**config.mk**
```make
export PLATFORM = sky130hd
export DESIGN_NAME = wb_lsi_initiator
export DESIGN_NICKNAME = d
export VERILOG_FILES = /design/src/rtl/wb_lsi_pkg.sv /design/src/rtl/wb_lsi_watchdog.sv /design/src/rtl/wb_lsi_initiator.sv
export SDC_FILE = /design/constraint.sdc
export NUM_CORES = 1
export LEC_CHECK = 0
export CAP_MARGIN = 30
export CORE_MARGIN = 2
export CORE_UTILIZATION = 39
export CTS_BUF_LIST = sky130_fd_sc_hd__clkbuf_4 sky130_fd_sc_hd__clkbuf_8
export DETAILED_ROUTE_END_ITERATION = 7
export GPL_ROUTABILITY_DRIVEN = 0
export PLACE_DENSITY = 0.83
export SETUP_SLACK_MARGIN = 0.2
export SKIP_LAST_GASP = 1
export SLEW_MARGIN = 5
export SYNTH_ARGS = -nofsm -noshare
export SYNTH_HDL_FRONTEND = slang
export SYNTH_SLANG_ARGS = --single-unit
```
**constraint.sdc**
```tcl
create_clock -name host_clk_i -period 2.5 [get_ports host_clk_i]
set_clock_uncertainty 0.1 [all_clocks]
set_input_delay 0.625 -clock host_clk_i [delete_from_list [all_inputs] [get_ports host_clk_i]]
set_output_delay 0.625 -clock host_clk_i [all_outputs]
set_load 0.02 [all_outputs]
```
**src/rtl/wb_lsi_pkg.sv**
```systemverilog
// Shared types and constants for the Wishbone-to-LSI initiator bridge.
// Optional response watchdog is enabled by defining WB_LSI_INITIATOR_WATCHDOG_EN.
package wb_lsi_pkg;

    typedef enum logic [2:0] {
        ST_IDLE  = 3'd0,
        ST_REQ   = 3'd1,
        ST_WAIT  = 3'd2,
        ST_RESP  = 3'd3,
        ST_DRAIN = 3'd4
    } wb_lsi_state_e;

    localparam logic [2:0] LSI_OPC_READ  = 3'b000;
    localparam logic [2:0] LSI_OPC_WRITE = 3'b001;

    localparam logic [1:0] LSI_ERR_OK  = 2'b00;
    localparam logic [1:0] LSI_ERR_BUS = 2'b01;

    localparam int unsigned LSI_ADDR_W = 13;

    // Only full-word accesses inside the 13-bit LSI word space are forwarded.
    function automatic logic wb_req_legal(input logic [3:0] sel, input logic [29:0] adr);
        return (sel == 4'hF) && (adr[29:LSI_ADDR_W] == '0);
    endfunction

endpackage

```
**src/rtl/wb_lsi_watchdog.sv**
```systemverilog
// Saturating response watchdog: counts enabled cycles since the last clear and
// flags expiry once LIMIT-1 is reached. Used only with WB_LSI_INITIATOR_WATCHDOG_EN.
module wb_lsi_watchdog #(
    parameter int unsigned LIMIT = 1024
) (
    input  logic clk,
    input  logic rst_n,
    input  logic clear,
    input  logic enable,
    output logic expired
);

    localparam int unsigned CW = $clog2(LIMIT);
    localparam logic [CW-1:0] LAST = CW'(LIMIT - 1);

    logic [CW-1:0] count;

    always_ff @(posedge clk or negedge rst_n) begin
        if (!rst_n) begin
            count <= '0;
        end else if (clear) begin
            count <= '0;
        end else if (enable && !expired) begin
            count <= count + CW'(1);
        end
    end

    assign expired = (count == LAST);

endmodule

```
**src/rtl/wb_lsi_initiator.sv**
```systemverilog
// Wishbone B3 classic slave to LSI initiator bridge: one LSI read/write per Wishbone
// cycle. Define WB_LSI_INITIATOR_WATCHDOG_EN to add the response watchdog and DRAIN state.
module wb_lsi_initiator
    import wb_lsi_pkg::*;
#(
    parameter int unsigned TIMEOUT_CYCLES = 1024
) (
    input  logic          host_clk_i,
    input  logic          host_rst_ni,
    input  logic          wb_cyc_i,
    input  logic          wb_stb_i,
    input  logic          wb_we_i,
    input  logic [29:0]   wb_adr_i,
    input  logic [31:0]   wb_dat_i,
    input  logic [3:0]    wb_sel_i,
    output logic [31:0]   wb_dat_o,
    output logic          wb_ack_o,
    output logic          wb_err_o,
    output logic          lsioc_rx_vld_o,
    output logic [12:0]   lsioc_rx_sbsp_o,
    output logic [31:0]   lsioc_rx_data_o,
    output logic [2:0]    lsioc_rx_opc_o,
    input  logic          lsioc_rx_busy_i,
    input  logic          lsioc_tx_vld_i,
    input  logic [31:0]   lsioc_tx_data_i,
    input  logic [1:0]    lsioc_tx_err_code_i,
    output logic          lsioc_tx_busy_o,
    output wb_lsi_state_e dbg_state
);

    // Handshakes: a request transfers on a clock edge where rx_vld=1 and rx_busy=0;
    // payload and rx_vld are held unchanged until then. A response transfers on an
    // edge where tx_vld=1 and tx_busy=0; tx_vld seen while tx_busy=1 is ignored.

    if (TIMEOUT_CYCLES < 2) begin : g_timeout_check
        $error("wb_lsi_initiator: TIMEOUT_CYCLES must be at least 2");
    end

    wb_lsi_state_e state_q, state_d;

    logic [12:0] sbsp_q;
    logic [31:0] wdata_q;
    logic [2:0]  opc_q;
    logic [31:0] rdata_q;
    logic        err_q;
    logic        drain_q;

    logic req_take;
    logic req_bad;
    logic rsp_take;
    logic timeout;
    logic drain_set;
    logic wd_expired;

`ifdef WB_LSI_INITIATOR_WATCHDOG_EN
    logic wd_enable;

    assign wd_enable = (state_q == ST_REQ) || (state_q == ST_WAIT);

    wb_lsi_watchdog #(
        .LIMIT (TIMEOUT_CYCLES)
    ) u_watchdog (
        .clk     (host_clk_i),
        .rst_n   (host_rst_ni),
        .clear   (req_take),
        .enable  (wd_enable),
        .expired (wd_expired)
    );
`else
    assign wd_expired = 1'b0;
`endif

    always_ff @(posedge host_clk_i or negedge host_rst_ni) begin
        if (!host_rst_ni) begin
            state_q <= ST_IDLE;
        end else begin
            state_q <= state_d;
        end
    end

    always_comb begin
        state_d   = state_q;
        req_take  = 1'b0;
        req_bad   = 1'b0;
        rsp_take  = 1'b0;
        timeout   = 1'b0;
        drain_set = 1'b0;
        case (state_q)
            ST_IDLE: begin
                if (wb_cyc_i && wb_stb_i) begin
                    if (wb_req_legal(wb_sel_i, wb_adr_i)) begin
                        req_take = 1'b1;
                        state_d  = ST_REQ;
                    end else begin
                        req_bad = 1'b1;
                        state_d = ST_RESP;
                    end
                end
            end
            ST_REQ: begin
                // An accepted request wins over a same-cycle expiry so the responder
                // never sees a request the initiator has abandoned.
                if (!lsioc_rx_busy_i) begin
                    state_d = ST_WAIT;
                end else if (wd_expired) begin
                    timeout = 1'b1;
                    state_d = ST_RESP;
                end
            end
            ST_WAIT: begin
                if (lsioc_tx_vld_i) begin
                    rsp_take = 1'b1;
                    state_d  = ST_RESP;
                end else if (wd_expired) begin
                    timeout   = 1'b1;
                    drain_set = 1'b1;
                    state_d   = ST_RESP;
                end
            end
            ST_RESP: begin
                state_d = drain_q ? ST_DRAIN : ST_IDLE;
            end
            ST_DRAIN: begin
                if (lsioc_tx_vld_i) begin
                    state_d = ST_IDLE;
                end
            end
            default: begin
                state_d = ST_IDLE;
            end
        endcase
    end

    always_ff @(posedge host_clk_i or negedge host_rst_ni) begin
        if (!host_rst_ni) begin
            sbsp_q  <= '0;
            wdata_q <= '0;
            opc_q   <= LSI_OPC_READ;
            rdata_q <= '0;
            err_q   <= 1'b0;
            drain_q <= 1'b0;
        end else begin
            if (req_take) begin
                sbsp_q  <= wb_adr_i[LSI_ADDR_W-1:0];
                wdata_q <= wb_dat_i;
                opc_q   <= wb_we_i ? LSI_OPC_WRITE : LSI_OPC_READ;
            end
            if (rsp_take) begin
                rdata_q <= lsioc_tx_data_i;
                err_q   <= (lsioc_tx_err_code_i != LSI_ERR_OK);
            end else if (req_bad || timeout) begin
                err_q <= 1'b1;
            end
            // The late response of a timed-out exchange must be swallowed exactly once.
            if (drain_set) begin
                drain_q <= 1'b1;
            end else if (state_q == ST_DRAIN) begin
                drain_q <= 1'b0;
            end
        end
    end

    assign lsioc_rx_vld_o  = (state_q == ST_REQ);
    assign lsioc_rx_sbsp_o = sbsp_q;
    assign lsioc_rx_data_o = wdata_q;
    assign lsioc_rx_opc_o  = opc_q;
    assign lsioc_tx_busy_o = !((state_q == ST_WAIT) || (state_q == ST_DRAIN));

    assign wb_ack_o = (state_q == ST_RESP) && !err_q;
    assign wb_err_o = (state_q == ST_RESP) && err_q;
    assign wb_dat_o = rdata_q;

    assign dbg_state = state_q;

endmodule

```
# Word-level counts from Yosys, hierarchy flattened
# Index checks and enable logic that the tools add are counted.
[totals] input_bits=107 reg_bits=84 out_inout_bits=87 elab_cells=44
[op_classes] mux=17 n_eq_ne=9 reduce_logical=12
[op_table] operator="$logic_not 17->1" n=1
[op_table] operator="$mux 3" n=4
[op_table] operator="$pmux 3 s4" n=1
[op_table] operator="$mux 1" n=11
[op_table] operator="$ne 2x2->1 const B" n=4
[op_table] operator="$eq 3x2->1 const B" n=2
[op_table] operator="$eq 4x4->1 const B" n=1
[op_table] operator="$logic_and 1x1->1" n=4
[op_table] operator="$reduce_and 4->1" n=1
[op_table] operator="$reduce_bool 2->1" n=2
[op_table] operator="$eq 3x1->1 const B" n=1
[op_table] operator="$eq 3x3->1 const B" n=1
[op_table] operator="$logic_not 3->1" n=1
[op_table] operator="$logic_not 1->1" n=2
[op_table] operator="$mux 2" n=1
[op_table] operator="$logic_or 1x1->1" n=1

# Depth between registers and ports, before layout
# Gate-level depths: netlist of the first run.
[depth] ltp_word=7 mapped_depth=7 ltp_nobuf=6

# Least setup slack after synthesis of the first run
# No wires, ideal clock.
[synth_path] path_kind="input -> register" from="input port wb_adr_i[26]" to="register wdata_q[23], in the netlist lsioc_rx_data_o[23]" arrival_ns=2.236 path_buffers=1 setup_slack_ns=0.039 required_time_ns=2.275 setup_ns=0.125 stages=4 cell_sequence="or4_4 nor4_4 buf_6 mux2_2"
[synth_via] elab_chain_len=5
[synth_rtl] item="start: declaration" line="wb_lsi_initiator.sv:13" text="input logic [29:0] wb_adr_i,"
[synth_rtl] item="$logic_not 17->1" line="wb_lsi_pkg.sv:23" text="return (sel == 4'hF) && (adr[29:LSI_ADDR_W] == '0);"
[synth_rtl] item="$logic_and 1x1->1" line="wb_lsi_pkg.sv:23"
[synth_rtl] item="$mux 1" line="wb_lsi_initiator.sv:91" text="if (wb_req_legal(wb_sel_i, wb_adr_i)) begin"
[synth_rtl] item="$mux 1" line="wb_lsi_initiator.sv:90" text="if (wb_cyc_i && wb_stb_i) begin"
[synth_rtl] item="$mux 1" line="wb_lsi_initiator.sv:88" text="case (state_q)"
[synth_rtl] item="end signal: assignment" line="wb_lsi_initiator.sv:145" text="wdata_q <= wb_dat_i;"
[synth_rtl] item="end: declaration" line="wb_lsi_initiator.sv:42" text="logic [31:0] wdata_q;"
# Every way passes these cells.
# A chain may end at the register's enable or synchronous reset.

# Final worst setup path of the first run
[layout_path] from="input port wb_adr_i[29]" to="register wdata_q[22], in the netlist lsioc_rx_data_o[22]"
# The elaborated chain is that of the path after synthesis.

==> results of run 1 <==
## cells in the final DEF (no fill, tap or decap), types with 4 or more instances in the layout
cell / Yosys / routed
inv_1: 4 / 4
clkbuf_8: 0 / 9
clkdlybuf4s50_1: 0 / 164
buf_4: 3 / 4
dfrtp_1: 81 / 80
mux2_4: 0 / 6
nand2_1: 4 / 4
dlygate4sd2_1: 0 / 8
dlymetal6s2s_1: 0 / 13
mux2_2: 75 / 69
nor2_1: 4 / 4
clkbuf_2: 0 / 4
ha_1: 5 / 5
## where the power goes
| group | switching (mW) | leakage (nW) | total [mW] | internal [mW] |
|---|---|---|---|---|
| sequential | 0.160 | 1.05 | 1.76 | 1.60 |
| combinational | 0.822 | 1.46 | 1.81 | 0.991 |
| clock | 0.483 | 0.121 | 1.16 | 0.680 |
| total | 1.47 | 2.64 | 4.74 | 3.28 |
## worst paths after layout
path | to | slack [ps] | depth (start not counted)
min reg2reg | lsioc_rx_data_o[30] | 390 | 1
min in group host_clk_i | lsioc_rx_data_o[30] | 390 | 1
max in group asynchronous | wb_dat_o[30] | 1570 | 2
max | lsioc_rx_data_o[22] | 290 | 8
max reg2reg | lsioc_rx_data_o[22] | 410 | 8
min | lsioc_rx_data_o[0] | 120 | 1
## metal layers
layer | wire length, microns | part of all wire, % | up-vias
met4 | 96 | 1.1 | 0
met1 | 3376 | 38 | 1251
li1 | - | - | 1136
met5 | 0 | 0 | -
met3 | 721 | 8.2 | 10
met2 | 4648 | 53 | 115
## state kept, by name, summed over array words and instances (netlist names)
register / flops
dbg_state: 2
err_q: 1
lsioc_rx_data_o: 32
lsioc_rx_opc_o: 1
lsioc_rx_sbsp_o: 13
wb_dat_o: 32
## worst max-delay path: cells and delay by family
kind          cells  cell delay (ps)
simple gates      3              880
mux               1              310
buf+inv           4              520
## what timing repair did
item / in CTS / in global routing
pin swaps: 5 / 7
resized for setup: 24 / 24
setup endpoints to repair: 50 / 46
setup buffers: 3 / 0
gates cloned: 3 / 0
## final cells by class
cell class	count	area (sq um)
Fill cell	598	2455
Multi-Input combinational cell	113	1169
Clock inverter	6	115.1
Timing Repair Buffer	201	2090
Sequential cell	81	2028
Inverter	4	15.01
Clock buffer	10	131.4
Tap cell	105	131.4
## cell usage after synthesis (all sizes together)
| cell | count |
|---|---|
| dfrtp | 81 |
| mux2 | 78 |
| buf | 7 |
| ha | 5 |
| inv | 4 |
| nand2 | 4 |
| nor2 | 4 |
| clkbuf | 3 |
| nor4 | 3 |
| and2 | 2 |
| nor2b | 2 |
| a21oi | 1 |
| and4 | 1 |
| conb | 1 |
| mux2i | 1 |
| nand3 | 1 |
| nand4 | 1 |
| nor3 | 1 |
| o21ai | 1 |
| o221ai | 1 |
| o31ai | 1 |
| o41ai | 1 |
| or3 | 1 |
| or4 | 1 |
## metrics by stage
step / hold WS, ps / instances / utilization [%] / setup TNS, ps / power [mW]
2_1_floorplan: 229.4 / 208 / - / 0 / 2.686
3_3_place_gp: 367.0 / 498 / 64.87 / -10650 / 3.595
3_5_place_dp: 377.5 / 498 / 64.87 / -12130 / 3.640
4_1_cts: 128.5 / 520 / 69.40 / 0 / 4.789
5_1_grt: 151.9 / 520 / 69.82 / 0 / 4.983
6_report: 118.2 / 520 / 69.82 / 0 / 4.741
## kinds of logic after synthesis
logic type | count (synthesis) | share of synthesized area, %
AO/OA/AOI/OAI | 5 | 1.081
adder cells (fa/ha/maj) | 5 | 1.930
buffers and inverters | 14 | 2.894
flip-flops | 81 | 62.52
multiplexers | 79 | 27.40
other | 1 | 0.1157
AND/OR/NAND/NOR | 21 | 4.052
==> flow_metrics.tcl, run 1 <==
set metrics [dict create \
    status "completed" \
    worstSetupEndpointType "flop" \
    hold_viol_final 0 \
    die_w_microns 95.17 \
    drc 0 \
    criticalPathCategory "in2reg" \
    syn_to_final_growth_pct 75.18 \
    rsz0062_at_grt "false" \
    cts_buffer_depth 2 \
    syn_avg_cell_area_sq_um 15.74 \
    use_met3_pct 6.087 \
    crit_path_top_delay_cell "nor4_4" \
    drtAntennaViolNets 0 \
    drive_gt1_share_pct 27.23 \
    diodes 0 \
    die_area_sq_um 9057 \
    cts_buffers 9 \
    dpl_cell_area_sq_um 5276 \
    detail_route.vias_per_cell 4.831 \
    cp_data_required_time_ps 2630 \
    grt_max_degree 47 \
    grt.busiest_layer "met2" \
    routed_wirelength_mm 8.842 \
    crit_path_max_fanout 6 \
    cts_tree "yes" \
    yosysSeqAreaShare_pct 62.52 \
    clock-sinks 81 \
    port_buffers 190 \
    use_met2_pct 35.04 \
    synth_cell_types 27 \
    rows 33 \
    final_nets 522 \
    vias 2512 \
    maxCapViolations 0 \
    h-tree-depth 3 \
    synthTopCellsByArea "dfrtp_1 (63%), mux2_2 (26%), ha_1 (1.9%), buf_6 (1.4%), mux2_1 (1.0%)" \
    critPathLaunchType "input pin" \
    clk_latency_ps 330 \
    period_share_pct 88.48 \
    worstPathArrival_ps 2340 \
    synth_top_area_share_pct 62.52 \
    dr.pass1.iters 4 \
    hold_path_class "in2async" \
    period_needed_ps 2212 \
    path_clk_slew_ps 90 \
    worst_slack_ps 288.0 \
    ir_drop_v 0.0007067 \
    start_util_pct 39.86 \
    max_stage_delay_ps 360 \
    max_clock_freq_mhz 452.1 \
    design_area_sq_um 5679 \
    die-height_microns 95.17 \
    antenna_found_initial 0 \
    first_iter_violations 31 \
    ys_warn_count 0 \
    reg2reg_from "dbg_state[0]" \
    syn_area_sq_um 3242 \
    cp_common_cell "buf_6" \
    met1_usage_pct 20.90 \
    netlist_instances 206 \
    worstPathCellList "clkbuf_2 -> nor4_2 -> nand4_1 -> nor4_4 -> buf_6 -> buf_6 -> buf_12 -> mux2_4" \
    synth_top_cell_by_area "dfrtp_1" \
    finalSetupViolations 0 \
    hpwl_mm 6.003 \
    grt_pass1_vias 2731 \
    ios 194 \
    grt_pass1_wl_mm 13.12 \
    wire_per_inst_microns 17.00 \
    grtUsageTotal_pct 19.19 \
    crit_start "wb_adr_i[29]" \
    power-per-cell-area_nw_per_um2 834.8 \
    total_leakage_power_nw 2.639 \
    overflow 0 \
    ctsHoldBuffers 0 \
    drv_slew 0 \
    ys_ff_latch 81 \
    cts_root_buffer "clkbuf_8" \
    dpl_worst_slack_ps -283.2 \
    coreArea_sq_um 8134 \
]
No activity file was read; power rests on OpenSTA's default activity.
==> run 2, diff against run 1 <==
ABC_CLOCK_PERIOD_IN_PS = 2500   (was default)
==> results of run 2 <==
No change in the layout: final DEF, timing and power equal those of run 1.
==> run 3, diff against run 2 <==
CTS_CLUSTER_SIZE = 14   (was default)
==> results of run 3 <==
No change in the layout: final DEF, timing and power equal those of run 1.
==> patch, RTL diff (settings of run 3) <==
Put one more register stage on the output `dbg_state`, without a reset. The value now appears one clock later. The other outputs are not delayed to match.
--- a/src/rtl/wb_lsi_initiator.sv
+++ b/src/rtl/wb_lsi_initiator.sv
@@ -170,7 +170,9 @@
     assign wb_err_o = (state_q == ST_RESP) && err_q;
     assign wb_dat_o = rdata_q;
 
-    assign dbg_state = state_q;
+    always_ff @(posedge host_clk_i) begin
+        dbg_state <= state_q;
+    end
 
 endmodule
 
Function: changed (Yosys sat finds a counterexample within 4 cycles, from zero or initial values and one cycle with host_rst_ni low).
==> patch against run 3 <==
  * Clock power shrank 15%
  * Area after synthesis grew 1.2%
  * Sequential cell count increased by 2
  * Wire length grew 2.8%
  * Worst setup slack worse by 0.034 ns
  * Critical path depth stayed put
  * Design area is 3.2% higher
  * Maximum frequency down 1.5%
  * Core utilization up 1.9 points
  * Power shrank 2.6%
  * Critical endpoint is now lsioc_rx_data_o[4]
==> patch: results <==
metrics = {
    "clock_tree": {
        "cts-root-buf": "clkbuf_8",
        "cts_resized": 18,
    },
    "power_and_ir_drop": {
        "seq_cell_power_mw": 1.82,
        "p_leak_nw": 2.711,
        "sw_frac_of_total": 0.3237,
        "pwr-share-clk": 0.214,
        "vdd.ir_drop.worst_v": 0.0006589,
    },
    "global_routing": {
        "grt_usage": 0.1846,
        "gr-usage-met1": 0.2173,
        "grt_use_met2": 0.3100,
        "grt_pass1_vias": 2608,
        "met3_usage": 0.06578,
        "grt_pass1_wl_um": 12750,
        "grt_max_degree": 42,
    },
    "setup_path": {
        "cpPeakStageDelay_ns": 0.38,
        "crit_path_max_fanout": 5,
        "crit_path_end": "lsioc_rx_data_o[4]",
        "rr_startpoint": "state_q[1]",
        "cp-startpoint": "wb_adr_i[16]",
        "arrival_ns": 2.37,
    },
    "cells_and_area": {
        "drive_gt1_frac": 0.2749,
        "fin_nets": 529,
    },
    "placed_design": {
        "dp_cells": 500,
        "dp.final_hpwl_um": 6101,
        "placed_area_um2": 5316,
        "io_buffers": 190,
        "dp_slack_ns": -0.2780,
    },
    "yosys": {
        "ys_seq_area_frac": 0.6298,
        "synthArstFlopShare": 0.9759,
        "synth_cell_types": 28,
        "syn_inst": 208,
        "synth_area_leaders": "dfrtp_1 (62%), mux2_2 (26%), ha_1 (1.9%)",
    },
    "routing": {
        "viasPerCell": 4.784,
        "routed_wirelength_um": 9088,
        "wl_met2_um": 4606,
        "drt_iter0_drc": 30,
        "vias": 2521,
        "wl_met3_um": 863,
        "met1_length_um": 3493,
    },
    "timing": {
        "fmax_ghz": 0.4453,
    },
    "status": {
        "status": "finished clean",
    },
}
patch: cell families (layout without fill, tap and decap cells):
family | Yosys count | count (layout) | synth area share
buffers and inverters | 14 | 226 | 0.02859
multiplexers | 79 | 79 | 0.2707
AO/OA/AOI/OAI | 5 | 5 | 0.01067
adder cells (fa/ha/maj) | 5 | 5 | 0.01906
AND/OR/NAND/NOR | 21 | 21 | 0.04003
other | 1 | 3 | 0.001143
flip-flops | 83 | 83 | 0.6298
patch: layout make-up:
cell class	count	area [um^2]
fillers	563	2312
repair buffers	206	2210
flip-flops and latches	83	2068
multi-input cells	113	1232
well taps	105	131.4
clock buffers	9	123.9
clock inverters	7	82.58
inverters	4	15.01
patch: worst min-delay path by stage:
stage,endpoint,slack [ns],cells past startpoint
after global placement,dbg_state[1],0.37,0
final,lsioc_rx_data_o[23],0.17,1
after global routing,lsioc_rx_data_o[23],0.20,1
after floorplan,err_q,0.23,0
after CTS,err_q,0.17,1
after detailed placement,lsioc_rx_data_o[30],0.38,1
